$ cat src/rtl/traffic_pkg.sv
// Shared types and constants for the traffic phase sequencer.
package traffic_pkg;

    typedef enum logic [1:0] {
        ST_GREEN  = 2'd0,
        ST_YELLOW = 2'd1,
        ST_ALLRED = 2'd2,
        ST_NIGHT  = 2'd3
    } state_e;

    localparam logic [1:0] MODE_RUN   = 2'b00;
    localparam logic [1:0] MODE_NIGHT = 2'b01;
    localparam logic [1:0] MODE_SET_G = 2'b10;
    localparam logic [1:0] MODE_SET_Y = 2'b11;

endpackage

$ cat src/rtl/traffic_phase_ctrl_if.sv
// Board-side bundle of the traffic phase sequencer.
// Signal semantics: there is no valid/ready handshake here. mode and the
// raw keys are level inputs sampled every clk; lamps, active_grp, phase_cnt
// and tick are registered outputs; disp_val is combinational from mode and
// registered state; dbg_state mirrors the sequencer state register.
interface traffic_phase_ctrl_if
    import traffic_pkg::*;
#(
    parameter int NUM_GRP   = 2,
    parameter int CNT_WIDTH = 11
);
    logic [1:0]           mode;
    logic                 key_plus;
    logic                 key_sub;
    logic [NUM_GRP-1:0]   red;
    logic [NUM_GRP-1:0]   yellow;
    logic [NUM_GRP-1:0]   green;
    logic [2:0]           active_grp;
    logic [CNT_WIDTH-1:0] phase_cnt;
    logic [CNT_WIDTH-1:0] disp_val;
    logic                 tick;
    state_e               dbg_state;

    modport master (
        output mode, key_plus, key_sub,
        input  red, yellow, green, active_grp, phase_cnt, disp_val, tick, dbg_state
    );

    modport slave (
        input  mode, key_plus, key_sub,
        output red, yellow, green, active_grp, phase_cnt, disp_val, tick, dbg_state
    );
endinterface

$ cat src/rtl/key_edge.sv
// Two-flop key synchroniser with a falling-edge pulse output.
module key_edge (
    input  logic clk,
    input  logic rst_n,
    input  logic key,
    output logic pulse
);
    logic [1:0] sync_q;
    logic [1:0] sync_d;

    // Shift the raw key into the synchroniser chain.
    always_comb begin
        sync_d = {sync_q[0], key};
    end

    // Synchroniser flops.
    always_ff @(posedge clk or negedge rst_n) begin
        if (!rst_n) sync_q <= 2'b00;
        else        sync_q <= sync_d;
    end

    // Previous high and current low marks a press.
    assign pulse = sync_q[1] & ~sync_q[0];
endmodule

$ cat src/rtl/traffic_phase_ctrl.sv
// N-approach traffic-light sequencer with all-red clearance, adjustable
// green/yellow durations and a flashing-yellow night mode.
module traffic_phase_ctrl
    import traffic_pkg::*;
#(
    parameter int NUM_GRP    = 2,
    parameter int CNT_WIDTH  = 11,
    parameter int TICK_DIV   = 12000000,
    parameter int GREEN_DEF  = 8,
    parameter int YELLOW_DEF = 6,
    parameter int ALLRED_DUR = 1
) (
    input  logic               clk,
    input  logic               rst_n,
    traffic_phase_ctrl_if.slave bus
);
    localparam int PW = (TICK_DIV > 1) ? $clog2(TICK_DIV) : 1;
    localparam logic [PW-1:0]        PRESC_LAST = PW'(TICK_DIV - 1);
    localparam logic [2:0]           LAST_GRP   = 3'(NUM_GRP - 1);
    localparam logic [CNT_WIDTH-1:0] CNT_ONE    = CNT_WIDTH'(1);
    localparam logic [CNT_WIDTH-1:0] CNT_MAX    = {CNT_WIDTH{1'b1}};
    localparam logic [CNT_WIDTH-1:0] ALLRED_LEN = CNT_WIDTH'((ALLRED_DUR == 0) ? 1 : ALLRED_DUR);

    // A zero duration would stall the countdown, so it runs as one second.
    function automatic logic [CNT_WIDTH-1:0] min1(input logic [CNT_WIDTH-1:0] v);
        return (v == '0) ? CNT_ONE : v;
    endfunction

    // Saturating +1/-1 on a duration setting; the floor is 1.
    function automatic logic [CNT_WIDTH-1:0] adjust(input logic [CNT_WIDTH-1:0] v,
                                                    input logic up, input logic dn);
        if (up && v != CNT_MAX) return v + CNT_ONE;
        if (dn && v > CNT_ONE)  return v - CNT_ONE;
        return v;
    endfunction

    logic [PW-1:0]        presc_q, presc_d;
    logic                 tick_q, tick_d;
    state_e               state_q, state_d;
    logic [2:0]           grp_q, grp_d;
    logic [CNT_WIDTH-1:0] cnt_q, cnt_d;
    logic                 blink_q, blink_d;
    logic [CNT_WIDTH-1:0] green_set_q, green_set_d;
    logic [CNT_WIDTH-1:0] yellow_set_q, yellow_set_d;
    logic [NUM_GRP-1:0]   red_q, red_d, yellow_q, yellow_d, green_q, green_d;
    logic                 plus_pulse, sub_pulse;
    logic [2:0]           next_grp;

    key_edge u_key_plus (.clk(clk), .rst_n(rst_n), .key(bus.key_plus), .pulse(plus_pulse));
    key_edge u_key_sub  (.clk(clk), .rst_n(rst_n), .key(bus.key_sub),  .pulse(sub_pulse));

    // Free-running prescaler; tick marks the cycle right after the wrap.
    always_comb begin
        tick_d  = (presc_q == PRESC_LAST);
        presc_d = tick_d ? '0 : presc_q + PW'(1);
    end

    // Sequencer next state: night override, night exit via clearance, run countdown.
    always_comb begin
        state_d  = state_q;
        grp_d    = grp_q;
        cnt_d    = cnt_q;
        blink_d  = blink_q;
        next_grp = (grp_q == LAST_GRP) ? 3'd0 : grp_q + 3'd1;
        if (bus.mode == MODE_NIGHT) begin
            if (state_q != ST_NIGHT) begin
                state_d = ST_NIGHT;
                cnt_d   = '0;
                blink_d = 1'b1;
            end else if (tick_q) begin
                blink_d = ~blink_q;
            end
        end else if (state_q == ST_NIGHT) begin
            state_d = ST_ALLRED;
            grp_d   = LAST_GRP;
            cnt_d   = ALLRED_LEN;
            blink_d = 1'b0;
        end else if (bus.mode == MODE_RUN && tick_q) begin
            if (cnt_q > CNT_ONE) begin
                cnt_d = cnt_q - CNT_ONE;
            end else begin
                case (state_q)
                    ST_GREEN: begin
                        state_d = ST_YELLOW;
                        cnt_d   = min1(yellow_set_q);
                    end
                    ST_YELLOW: begin
                        if (ALLRED_DUR == 0) begin
                            state_d = ST_GREEN;
                            grp_d   = next_grp;
                            cnt_d   = min1(green_set_q);
                        end else begin
                            state_d = ST_ALLRED;
                            cnt_d   = ALLRED_LEN;
                        end
                    end
                    ST_ALLRED: begin
                        state_d = ST_GREEN;
                        grp_d   = next_grp;
                        cnt_d   = min1(green_set_q);
                    end
                    default: ;
                endcase
            end
        end
    end

    // Lamps are decoded from the next state so they register with it.
    always_comb begin
        red_d    = '1;
        yellow_d = '0;
        green_d  = '0;
        if (state_d == ST_NIGHT) begin
            red_d    = '0;
            yellow_d = {NUM_GRP{blink_d}};
        end else begin
            for (int i = 0; i < NUM_GRP; i++) begin
                if (grp_d == 3'(i) && state_d == ST_GREEN) begin
                    red_d[i]   = 1'b0;
                    green_d[i] = 1'b1;
                end
                if (grp_d == 3'(i) && state_d == ST_YELLOW) begin
                    red_d[i]    = 1'b0;
                    yellow_d[i] = 1'b1;
                end
            end
        end
    end

    // Duration settings move only in their own set mode.
    always_comb begin
        green_set_d  = green_set_q;
        yellow_set_d = yellow_set_q;
        if (bus.mode == MODE_SET_G)
            green_set_d = adjust(green_set_q, plus_pulse & ~sub_pulse, sub_pulse & ~plus_pulse);
        if (bus.mode == MODE_SET_Y)
            yellow_set_d = adjust(yellow_set_q, plus_pulse & ~sub_pulse, sub_pulse & ~plus_pulse);
    end

    // All sequencer, lamp, setting and prescaler registers.
    always_ff @(posedge clk or negedge rst_n) begin
        if (!rst_n) begin
            presc_q      <= '0;
            tick_q       <= 1'b0;
            state_q      <= ST_ALLRED;
            grp_q        <= LAST_GRP;
            cnt_q        <= ALLRED_LEN;
            blink_q      <= 1'b0;
            green_set_q  <= CNT_WIDTH'(GREEN_DEF);
            yellow_set_q <= CNT_WIDTH'(YELLOW_DEF);
            red_q        <= '1;
            yellow_q     <= '0;
            green_q      <= '0;
        end else begin
            presc_q      <= presc_d;
            tick_q       <= tick_d;
            state_q      <= state_d;
            grp_q        <= grp_d;
            cnt_q        <= cnt_d;
            blink_q      <= blink_d;
            green_set_q  <= green_set_d;
            yellow_set_q <= yellow_set_d;
            red_q        <= red_d;
            yellow_q     <= yellow_d;
            green_q      <= green_d;
        end
    end

    assign bus.red        = red_q;
    assign bus.yellow     = yellow_q;
    assign bus.green      = green_q;
    assign bus.active_grp = grp_q;
    assign bus.phase_cnt  = cnt_q;
    assign bus.tick       = tick_q;
    assign bus.dbg_state  = state_q;
    assign bus.disp_val   = (bus.mode == MODE_SET_G) ? green_set_q  :
                            (bus.mode == MODE_SET_Y) ? yellow_set_q : cnt_q;
endmodule
$ cat src/flat_wrapper.sv
// flat-port wrapper written by rule: the top's interface ports become plain ports
module traffic_phase_ctrl_flat import traffic_pkg::*;
#(
    parameter int NUM_GRP    = 2,
    parameter int CNT_WIDTH  = 11,
    parameter int TICK_DIV   = 12000000,
    parameter int GREEN_DEF  = 8,
    parameter int YELLOW_DEF = 6,
    parameter int ALLRED_DUR = 1
)
  (clk, rst_n, bus_mode, bus_key_plus, bus_key_sub, bus_red, bus_yellow, bus_green, bus_active_grp, bus_phase_cnt, bus_disp_val, bus_tick, bus_dbg_state);
  traffic_phase_ctrl_if #(.NUM_GRP(NUM_GRP), .CNT_WIDTH(CNT_WIDTH)) bus_i ();
  input  logic clk;
  input  logic rst_n;
  input wire logic [$bits(bus_i.mode)-1:0] bus_mode;
  input wire logic [$bits(bus_i.key_plus)-1:0] bus_key_plus;
  input wire logic [$bits(bus_i.key_sub)-1:0] bus_key_sub;
  output wire logic [$bits(bus_i.red)-1:0] bus_red;
  output wire logic [$bits(bus_i.yellow)-1:0] bus_yellow;
  output wire logic [$bits(bus_i.green)-1:0] bus_green;
  output wire logic [$bits(bus_i.active_grp)-1:0] bus_active_grp;
  output wire logic [$bits(bus_i.phase_cnt)-1:0] bus_phase_cnt;
  output wire logic [$bits(bus_i.disp_val)-1:0] bus_disp_val;
  output wire logic [$bits(bus_i.tick)-1:0] bus_tick;
  output wire logic [$bits(bus_i.dbg_state)-1:0] bus_dbg_state;
  assign bus_i.mode = bus_mode;
  assign bus_i.key_plus = bus_key_plus;
  assign bus_i.key_sub = bus_key_sub;
  assign bus_red = bus_i.red;
  assign bus_yellow = bus_i.yellow;
  assign bus_green = bus_i.green;
  assign bus_active_grp = bus_i.active_grp;
  assign bus_phase_cnt = bus_i.phase_cnt;
  assign bus_disp_val = bus_i.disp_val;
  assign bus_tick = bus_i.tick;
  assign bus_dbg_state = bus_i.dbg_state;
  traffic_phase_ctrl #(.NUM_GRP(NUM_GRP), .CNT_WIDTH(CNT_WIDTH), .TICK_DIV(TICK_DIV), .GREEN_DEF(GREEN_DEF), .YELLOW_DEF(YELLOW_DEF), .ALLRED_DUR(ALLRED_DUR)) u_core (.clk(clk), .rst_n(rst_n), .bus(bus_i));
endmodule
$ cat config.mk
export PLATFORM = sky130hd
export DESIGN_NAME = traffic_phase_ctrl_flat
export DESIGN_NICKNAME = d
export VERILOG_FILES = /design/src/rtl/traffic_pkg.sv /design/src/rtl/traffic_phase_ctrl_if.sv /design/src/rtl/key_edge.sv /design/src/rtl/traffic_phase_ctrl.sv /design/src/flat_wrapper.sv
export SDC_FILE = /design/constraint.sdc
export NUM_CORES = 1
export LEC_CHECK = 0
export ABC_CLOCK_PERIOD_IN_PS = 6200
export BUFFER_PORTS_ARGS = -buffer_cell sky130_fd_sc_hd__buf_2
export CORE_AREA = 2 2 140 142
export CTS_CLUSTER_SIZE = 12
export DETAILED_ROUTE_END_ITERATION = 10
export DIE_AREA = 0 0 142 144
export PLACE_DENSITY_LB_ADDON = 0.08
export SKIP_CTS_REPAIR_TIMING = 1
export SYNTH_ARGS = -nofsm -noshare
export SYNTH_HDL_FRONTEND = slang
export SYNTH_HIERARCHICAL = 1
export SYNTH_SLANG_ARGS = --single-unit
$ cat constraint.sdc
create_clock -name clk -period 6.2 [get_ports clk]
set_clock_uncertainty 0.15 [all_clocks]
set_input_delay 0.93 -clock clk [delete_from_list [all_inputs] [get_ports clk]]
set_output_delay 0.93 -clock clk [all_outputs]
set_load 0.02 [all_outputs]
# After elaboration in Yosys (flattened, before gate mapping)
# Index checks and enable logic that the tools add are counted.
classes:
  add_sub_neg: 7
  mul: 0
  div_mod_pow: 0
  order_cmp: 3
  n_eq_ne: 15
  shifts: 0
  n_mux: 56
  bitwise: 9
  n_reduce_logical: 22
op_table:
  columns: ["cell", "n"]
  rows:
  - ["$mux 11", 17]
  - ["$gt 11x1->1 const B", 3]
  - ["$pmux 11 s3", 1]
  - ["$sub 11x1->11 const B", 3]
  - ["$add 24x1->24 const B", 1]
  - ["$eq 24x24->1 const B", 1]
  - ["$mux 24", 1]
  - ["$add 11x1->11 const B", 2]
  - ["$logic_not 11->1", 2]
  - ["$mux 1", 22]
  - ["$ne 11x11->1 const B", 2]
  - ["$mux 3", 6]
  - ["$mux 2", 8]
  - ["$eq 2x2->1 const B", 5]
  - ["$logic_and 1x1->1", 9]
  - ["$eq 2x1->1 const B", 3]
  - ["$eq 3x1->1 const B", 2]
  - ["$logic_not 2->1", 3]
  - ["$pmux 2 s3", 1]
  - ["$reduce_bool 6->1", 1]
  - ["$not 1->1", 5]
  - ["$and 1x1->1", 4]
  - ["$ne 2x2->1 const B", 2]
  - ["$reduce_and 2->1", 2]
  - ["other kinds (5)", 6]
word_totals:
  ff_bits: 74
  latch_bits: 0
  ram_bits: 0
  romBits: 0
  inputBits: 6
  out_inout_bits: 34
  word_cells: 125
  n_memories: 0

# Logic depth before layout (Yosys ltp)
# Gate-level depths: netlist (run 1).
logic_depth:
  word_depth: 12
  depth_mapped: 10

# Hierarchy
# The synthesis (run 1) kept the hierarchy.
by_module_without_submodules:
  columns: ["mod", "n_inst", "cells_each", "area_each_um2", "seq_area_each_um2"]
  rows:
  - ["traffic_phase_ctrl", 1, 524, 4506.8, 1761.7]
  - ["key_edge", 2, 3, 63.8, 50.0]

# Worst setup path before layout (run 1)
# Ideal clock, no wire load.
synth_path:
  path_kind: "input to output"
  startpoint: "input bus_mode[0]"
  endpoint: "output bus_disp_val[1]"
  arrival_time_ps: 2235
  slack_ps: 2885
  stages: 4
  path_cell_list: "clkbuf_1 -> buf_1 -> mux2i_1 -> a21oi_1"
synth_between:
  elab_chain_cells: 3
synth_lines:
  columns: ["item", "line_no", "text"]
  rows:
  - ["start, declared", "flat_wrapper.sv:15", "input wire logic [$bits(bus_i.mode)-1:0] bus_mode;"]
  - ["$eq 2x2->1", "traffic_phase_ctrl.sv:177", "(bus.mode == MODE_SET_Y) ? yellow_set_q : cnt_q;"]
  - ["$mux 11", "traffic_phase_ctrl.sv:177", null]
  - ["$mux 11 *", "traffic_phase_ctrl.sv:176", "assign bus.disp_val = (bus.mode == MODE_SET_G) ? green_set_q :"]
  - ["end, declared", "flat_wrapper.sv:23", "output wire logic [$bits(bus_i.disp_val)-1:0] bus_disp_val;"]
# Mark *: on every way between the ends. The rest lies on a longest branch, timed or not.

# Final worst setup path (run 1)
layout_path:
  startpoint: "input bus_mode[0]"
  endpoint: "output bus_disp_val[9]"
# Same word-level chain as after synthesis.

==> results.md, run 1 <==
- Fmax: ~330 MHz
- Critical Path Fanout Max: 18
- Max-cap viol count: 0
- Startpoint types: primary input
- Inserted Clock Buffers: 9
- Synth top cells by count: dfrtp_1, nor2_1, a21oi_1, nand2_1, o21ai_0
- Number of synthesized register bits: 74
- Row count: roughly 50
- Worst-Margin Slew: ~1100 ps
- Total track usage: approximately 14%
- YS warnings: 6
- Routed Wire Length: between 10 and 15 mm
- Crit Path Category: primary input to output port
- Finished layout cell area: 5340 um2
- Max stage delay cell, worst path: buf_2
- Largest net degree at the start of global routing: 54
- Crit share post-route: around half
- Post-synth cell types: 60
- Fraction of layout cells with a size suffix above 1: 14.6%
- Max Slew Vio Count: 0
- Min Clock Period, post-route: about 3100 ps
- Die Ht: between 100 and 150 um
- Post-synthesis average cell area: between 8 and 9 um2
- Leakage: 2.36 nW
- Pre-Repair DR Iteration Count: 4
- Final Net Count: 577
- Vias in the first global route: between 3k and 4k
- Count leader, synth: dfrtp_1
- Initial Util: between 20% and 30%
- Unrepaired setup endpoints after global routing: no
- CTS tree: done
- Fin Setup TNS: 0 ps
- Synth Flop Type: dfrtp_1
- Synthesis-to-finish area growth: 15.1%
- DRC Markers: 0
- Top post-synthesis cells by area: dfrtp_1, nor2_1, xor2_1
- CTS H-tree lvls: 3
- Total Die Area: 20400 um2
- Req. time, crit path: around 5100 ps
- Run status: completed
- EDFF count, synth: 0
- Core Footprint: about 19000 um2
- Worst path arrival time: 1970 ps
- CTS Sinks: between 70 and 80
- Worst path most repeated cell: buf_2
- Area after DPL: 5050 um2
- Via Count: 3983
- Num ports: 40
- Initial antenna violation count: 0
- Cell accounting for the most synthesized area: dfrtp_1
- Sequential share of the synthesized area: 40.2%
- Element type at the critical path end: output port
- Dpl ws: about 3000 ps
- HP Class: flip-flop to flip-flop
- Root Driver: clkbuf_16
- Net Count, Synth: about 550
- Async SR Flop Fraction: 100%
- Ant diodes: 0
- WL/cell: between 15 and 20 um
- Antenna-violating nets left: 0
- Peak VDD IR: between 0.1 and 0.15 mV
- Drt first-iter violations: around 210
- GR Overflow Total: 0
- Final setup violating endpoints: 0
- HPWL Detailed: roughly 10 mm
- Worst path max stage delay: slightly above 400 ps
- Die X: between 100 and 150 um
- Pwr Density: 375 nW/um2
- Layout Cells excl Fill: 799
- Clock buffer depth: 2
- Placer Congestion: between 0.8 and 0.9
- Placed insts: roughly 780
- Clk Latency, worst-skew pair: approximately 350 ps
- Port Buffers: 39
- Cells after Synth: between 500 and 600
- Syn Std Cell Area: ~4600 um2
- Final Hold Vio Count: 0
- Vias/cell: roughly 5
- Critical-path cell list: buf_2, mux2i_1, a21oi_1, buf_2
- Clock-pin slew on the worst setup and hold paths: around 60 ps
- Slew headroom: between 20 and 30%
- First-pass GRT wire length: roughly 23 mm
- Area share of the largest cell type after synthesis: between 30% and 40%
- Final worst slack: roughly 3100 ps
## power breakdown
part / total, mW / internal [mW] / switching, mW
registers: 0.727 / 0.567 / 0.160
clock network: 0.514 / 0.279 / 0.235
logic: 0.762 / 0.264 / 0.498
## layer usage
| layer | track usage (%) | vias to the layer above | routed length [um] |
|---|---|---|---|
| met5 | 0 | - | 0 |
| met1 | 19.7 | 1915 | 6900 |
| met3 | 3.71 | 14 | 548 |
| met2 | 22.1 | 87 | 6370 |
| li1 | - | 1967 | - |
| met4 | 5.16 | 0 | 258 |
## flip-flops by register name, summed over array words and instances, names as in the netlist
name,flops
u_core/bus.dbg_state,2
u_core/bus.green,2
u_core/bus.phase_cnt,11
u_core/bus.yellow,2
u_core/presc_q,24
u_core/u_key_plus/sync_q,2
u_core/green_set_q,11
u_core/bus.red,2
u_core/bus.active_grp,3
u_core/u_key_sub/sync_q,2
u_core/bus.tick,1
u_core/blink_q,1
u_core/yellow_set_q,11
## critical path, delay by kind of cell
family,cells,cell delay (ps)
buf+inv,2,630
compound gates,1,260
mux,1,140
## path summary, 6_finish.rpt
kind | start | endpoint | slack (ps) | depth (start not counted)
setup / recovery | bus_mode[0] | bus_disp_val[9] | 3150 | 4
setup reg to reg | u_core/bus.dbg_state[0] | u_core/bus.phase_cnt[6] | 3230 | 7
max in group asynchronous | rst_n | u_core/presc_q[11] | 4540 | 2
min in group asynchronous | rst_n | u_core/green_set_q[7] | 330 | 1
hold / removal | u_core/u_key_plus/sync_q[0] | u_core/u_key_plus/sync_q[1] | 280 | 0
hold reg to reg | u_core/u_key_plus/sync_q[0] | u_core/u_key_plus/sync_q[1] | 280 | 0
## area by class of cell
cell class | instances | area [um2]
multi-input cells | 411 | 2590
fillers | 2014 | 13700
well taps | 238 | 298
inverters | 16 | 60.1
repair buffers | 44 | 235
flip-flops and latches | 74 | 1860
clock inverters | 7 | 62.6
clock buffers | 9 | 225
## layout by cell type (no fill, tap or decap), types with 16 or more instances in the layout
master | netlist | final
o21ai_0 | 32 | 32
nand3_1 | 25 | 25
nor2_1 | 62 | 62
inv_1 | 16 | 16
nor3_1 | 21 | 21
a21oi_1 | 41 | 41
buf_2 | 2 | 38
xor2_1 | 25 | 25
dfrtp_1 | 66 | 66
nand2_1 | 34 | 34
## cell families after synthesis
group	count (synthesis)	synth area share, %
AOI/OAI and AO/OA	121	16.2
xor gates and xnor gates	38	7.18
adders and majority gates	15	4.05
buffers and inverters	45	3.86
DFF	74	40.2
muxes	14	3.02
and+or+nand+nor	223	25.5
## stage by stage
stage                     hold slack (ps)  utilization, %  power [mW]
after floorplan                       259               -        1.24
final                                 284            28.0        2.00
after global placement                266            26.5        1.50
after detailed placement              274            26.5        1.49
after CTS                             289            28.0        2.03
after global routing                  299            28.0        2.16
(Power assumes the default switching activity.)
==> run 2, diff against run 1 <==
- ABC_CLOCK_PERIOD_IN_PS: 6200 -> 3150
- clock period: 6.2 -> 3.15 ns (I/O delays scaled with it)
==> run 2 against run 1 <==
Against the previous run:
- worst hold slack lost 310 ps
- the flow now finishes with violations (negative hold slack)
- flip-flop and latch count is the same
- final area grew 1.9%
- critical path depth grew 2
==> results.md, run 2 (same netlist as run 1, synthesis figures left out) <==
- FF-to-FF path depth: 6
- HPWL Detailed: ~10 mm
- Initial antenna violation count: 0
- Clock share of power: between 20% and 30%
- Int Pwr: approximately 2.2 mW
- Layout Cells excl Fill: a little over 800
- Area after DPL: 5150 um2
- DRC Markers: 0
- Clk Latency, worst-skew pair: between 300 and 400 ps
- Final worst slack: ~400 ps
- Combinational power share: approximately two fifths
- Fraction of layout cells with a size suffix above 1: between 10% and 20%
- Core Footprint: ~19000 um2
- Row count: just over 50
- Number of flip-flops under the largest register name: 24
- Final Net Count: about 590
- Startpoint types: flip-flop
- Critical-path cell list: or3_1, or3_1, o21ai_1, a21oi_1, o21ai_0, xnor2_1
- Root Driver: clkbuf_16
- Unrepaired setup endpoints after global routing: no
- Crit Path Category: flip-flop to flip-flop
- Clock-pin slew on the worst setup and hold paths: approximately 70 ps
- Max Slew Vio Count: 0
- Crit share post-route: between 80% and 90%
- Element type at the critical path end: flip-flop
- Dpl ws: around 460 ps
- Final setup violating endpoints: 0
- Pwr Density: slightly above 700 nW/um2
- Vias/cell: just under 5
- Worst path arrival time: 2870 ps
- Pre-Repair DR Iteration Count: 4
- Worst path max stage delay: between 600 and 700 ps
- Worst-Margin Slew: around 760 ps
- Worst path most repeated cell: or3_1
- Fmax: 364 MHz
- Most frequent cells in the layout: dfrtp_1, nor2_1, a21oi_1, buf_2, nand2_1
- Psw: approximately 1.7 mW
- Initial Util: 24.3%
- CTS Sinks: 74
- Placer Congestion: between 0.8 and 0.9
- Sw frac: 43.6%
- Total track usage: roughly 15%
- WL/cell: between 15 and 20 um
- Max-cap viol count: 0
- Final Hold Vio Count: 12
- Die Ht: between 100 and 150 um
- Crit Reg-Reg Endpoint: u_core/yellow_set_q[9]
- Drt first-iter violations: 246
- Finished layout cell area: 5440 um2
- Largest Register: u_core/presc_q
- Ant diodes: 0
- Critical Path Fanout Max: 11
- Antenna-violating nets left: 0
- Largest net degree at the start of global routing: 75
- Die X: 142 um
- Hold Slack: -23.3 ps
- Reg-to-reg slack, setup: roughly 400 ps
- Fin Setup TNS: 0 ps
- Slew headroom: roughly half
- Peak VDD IR: 0.272 mV
- Vias in the first global route: between 3k and 4k
- Via Count: approximately 4.0k
- Synthesis-to-finish area growth: 17.3%
- Placed insts: a little under 800
- GR Overflow Total: 0
- Run status: finished, violations left
- Min Clock Period, post-route: 2750 ps
- Commonest non-fill, non-tap cell in the layout: dfrtp_1
- CTS tree: done
- First-pass GRT wire length: around 23 mm
- Failing checks: negative hold slack
- Reg2reg start: u_core/yellow_set_q[4]
- Routed Wire Length: 14.0 mm
- HP Class: primary input to async pin
- Clock buffer depth: 2
- Total Die Area: about 20000 um2
- Inserted Clock Buffers: 9
- Leakage: about 2.4 nW
- Num ports: 40
- Port Buffers: 39
- Flop pwr share: around a third
- Max stage delay cell, worst path: o21ai_1
- CTS H-tree lvls: 3
- Req. time, crit path: 3270 ps
## run 2: changes by cell type in the layout (fill, tap and decap cells not counted), sizes merged
cell      change
buf          +12
clkinvlp      -1
clkinv        +1
## run 2: metrics by stage
stage / total power [mW] / util [%]
after floorplan: 2.43 / -
after global placement: 2.97 / 27.0
after detailed placement: 2.95 / 27.0
after CTS: 4.00 / 28.5
after global routing: 4.26 / 28.5
final: 3.95 / 28.5
## run 2: how the worst max path moves through the flow
stage,from,end
floorplan,u_core/bus.phase_cnt[0],u_core/bus.red[0]
global placement,u_core/yellow_set_q[4],u_core/yellow_set_q[9]
detailed placement,u_core/bus.dbg_state[0],u_core/bus.phase_cnt[8]
CTS,u_core/bus.dbg_state[0],u_core/bus.phase_cnt[8]
global route,u_core/bus.dbg_state[0],u_core/bus.phase_cnt[10]
finish,u_core/yellow_set_q[4],u_core/yellow_set_q[9]
## run 2: power groups by stage
stage / Sequential [mW] / Clock (mW) / Combinational, mW
finish: 1.38 / 1.02 / 1.55
global route: 1.42 / 1.11 / 1.73
CTS: 1.39 / 1.06 / 1.55
detailed placement: 1.41 / 0 / 1.54
global placement: 1.40 / 0 / 1.57
floorplan: 1.30 / 0 / 1.13
## run 2: final cells by class
class	instances	area, um2
fill	2042	13600
inverter	16	60.1
clock buffer	9	225
timing repair buffer	56	338
sequential	74	1860
tap	238	298
clock inverter	7	61.3
multi-input combinational	411	2590
## run 2: worst max-delay path, delay by kind of cell, from the launching register on
family                    cells  cell delay, ps
AOI/OAI and AO/OA             3            1130
xor gates and xnor gates      1             140
DFF                           1             440
and+or+nand+nor               2             810
## run 2: per-layer routing
metal / track usage [%] / up-vias / share of wire (%)
li1: - / 1978 / -
met1: 20.4 / 1912 / 49
met2: 22.1 / 77 / 45
met3: 2.48 / 20 / 3.4
met4: 6.42 / 0 / 2.5
met5: 0 / - / 0
==> run 3, diff against run 2 <==
- ABC_CLOCK_PERIOD_IN_PS: 3150 -> 2750
- clock period: 3.15 -> 2.75 ns (I/O delays scaled with it)
==> run 3 against run 2 <==
Against the previous run:
- the run now ends clean
- combinational power up 34%
- critical path depth is 1 higher
- sequential share of layout area fell by 1.4 points
- register-to-register slack got worse by 200 ps
- utilization is 1.2 points higher
- worst hold slack better by 49 ps
- global-route usage about the same
- non-clock buffer count grew 30
- sequential power grew 5%
- count of clock-buffer cells in the layout is the same
- flip-flop and latch count stayed put
==> results.md, run 3 (same netlist as run 1, synthesis figures left out) <==
- Reg2reg start: u_core/bus.phase_cnt[0]
- Pwr Total: ~4.7 mW
- Synthesis-to-finish area growth: 22.2%
- Min Clock Period, post-route: roughly 2500 ps
- Root Driver: clkbuf_16
- Final setup violating endpoints: 0
- Vias/cell: a little under 5
- First-pass GRT wire length: approximately 23 mm
- Placer Congestion: 0.868
- Run status: completed
- Reg-to-reg slack, setup: between 200 and 250 ps
- Row count: 51
- Combinational power share: 44.4%
- Req. time, crit path: around 2900 ps
- Commonest non-fill, non-tap cell in the layout: dfrtp_1
- CTS tree: done
- Clock-pin slew on the worst setup and hold paths: roughly 70 ps
- Element type at the critical path end: flip-flop
- CTS Sinks: 74
- Via Count: roughly 4.1k
- Fmax: approximately 390 MHz
- Leakage: approximately 2.6 nW
- Largest Register: u_core/presc_q
- Number of flip-flops under the largest register name: 24
- HP Class: primary input to flip-flop
- Total track usage: around 15%
- Worst-Margin Slew: roughly 500 ps
- HPWL Detailed: about 11 mm
- Startpoint types: flip-flop
- Most frequent cells in the layout: dfrtp_1, nor2_1, buf_4, a21oi_1, buf_2
- Sw frac: 42.6%
- Die Ht: 144 um
- Int Pwr: approximately 2.7 mW
- Ant diodes: 0
- Critical Path Fanout Max: 5
- Vias in the first global route: between 4k and 5k
- Peak VDD IR: 0.289 mV
- Psw: ~2 mW
- Crit Reg-Reg Endpoint: u_core/bus.red[0]
- FF-to-FF path depth: 7
- Antenna-violating nets left: 0
- Max-cap viol count: 0
- Largest net degree at the start of global routing: 47
- Worst setup path start: u_core/bus.phase_cnt[0]
- Pwr Density: slightly above 800 nW/um2
- Crit Path Category: flip-flop to flip-flop
- Die X: between 100 and 150 um
- Final Hold Vio Count: 0
- Num ports: 40
- GR Overflow Total: 0
- Fin Setup TNS: 0 ps
- Port Buffers: 39
- Flop pwr share: 31.0%
- Crit path to: u_core/bus.red[0]
- Clk Latency, worst-skew pair: ~350 ps
- Pre-Repair DR Iteration Count: 7
- Total Die Area: about 20000 um2
- Slew headroom: about 67%
- Clock share of power: 24.6%
- Core Footprint: 19100 um2
- Final Net Count: 619
- Unrepaired setup endpoints after global routing: no
- Max Slew Vio Count: 0
- Crit share post-route: between 90% and 100%
- Routed Wire Length: 14.3 mm
- Initial Util: between 20% and 30%
- Fraction of layout cells with a size suffix above 1: about a fifth
- Worst path arrival time: 2660 ps
- Initial antenna violation count: 0
- DRC Markers: 0
- Clock buffer depth: 2
- WL/cell: around 17 um
- Drt first-iter violations: ~290
- Inserted Clock Buffers: 9
- CTS H-tree lvls: 3
## run 3: worst max-delay path: stages, from the launching register on
cell      delay [ps]
dfstp_2          530
ha_1             130
o21bai_1         140
and4_1           330
nand2_4          100
o311a_4          380
or4b_4           560
nor2b_1          150
## run 3: worst min-delay path by stage
stage	cells past startpoint	from	to	slack, ps
finish	1	bus_key_plus	u_core/u_key_plus/sync_q[0]	30
global route	1	bus_key_sub	u_core/u_key_sub/sync_q[0]	10
CTS	1	rst_n	u_core/green_set_q[8]	-130
detailed placement	1	rst_n	u_core/green_set_q[8]	250
global placement	1	rst_n	u_core/green_set_q[8]	250
floorplan	0	rst_n	u_core/blink_q	-30
## run 3: final cells by class
type,instances,area [um2]
Clock buffer,9,225
Clock inverter,7,61.3
Fill cell,2022,13400
Inverter,16,60.1
Multi-Input combinational cell,411,2590
Sequential cell,74,1860
Tap cell,238,298
Timing Repair Buffer,86,566
## run 3: power groups by stage
stage                     Clock (mW)  Sequential [mW]  Combinational, mW
after floorplan                    0             1.49               1.29
after global placement             0             1.48               2.09
after detailed placement           0             1.49               2.05
after CTS                       1.22             1.47               2.06
after global routing            1.26             1.49               2.30
final                           1.15             1.45               2.08
## run 3: per-layer routing
metal	wire length, um	GRT usage (%)	vias up
li1	-	-	2037
met1	7080	20.4	1975
met2	6420	22.3	64
met3	440	2.91	19
met4	353	5.37	0
met5	0	0	-
## run 3: through the flow
| step | setup WS, ps | hold WS, ps | util, % | cells | instance area (um2) |
|---|---|---|---|---|---|
| after detailed placement | 173 | 247 | 28.1 | 823 | 5360 |
| final | 204 | 26.1 | 29.7 | 841 | 5670 |
| after global placement | 196 | 245 | 28.1 | 823 | 5360 |
| after global routing | 90.8 | 11.6 | 29.7 | 841 | 5670 |
| after floorplan | 208 | -33.1 | - | 530 | 4630 |
| after CTS | 151 | -130 | 29.6 | 839 | 5650 |
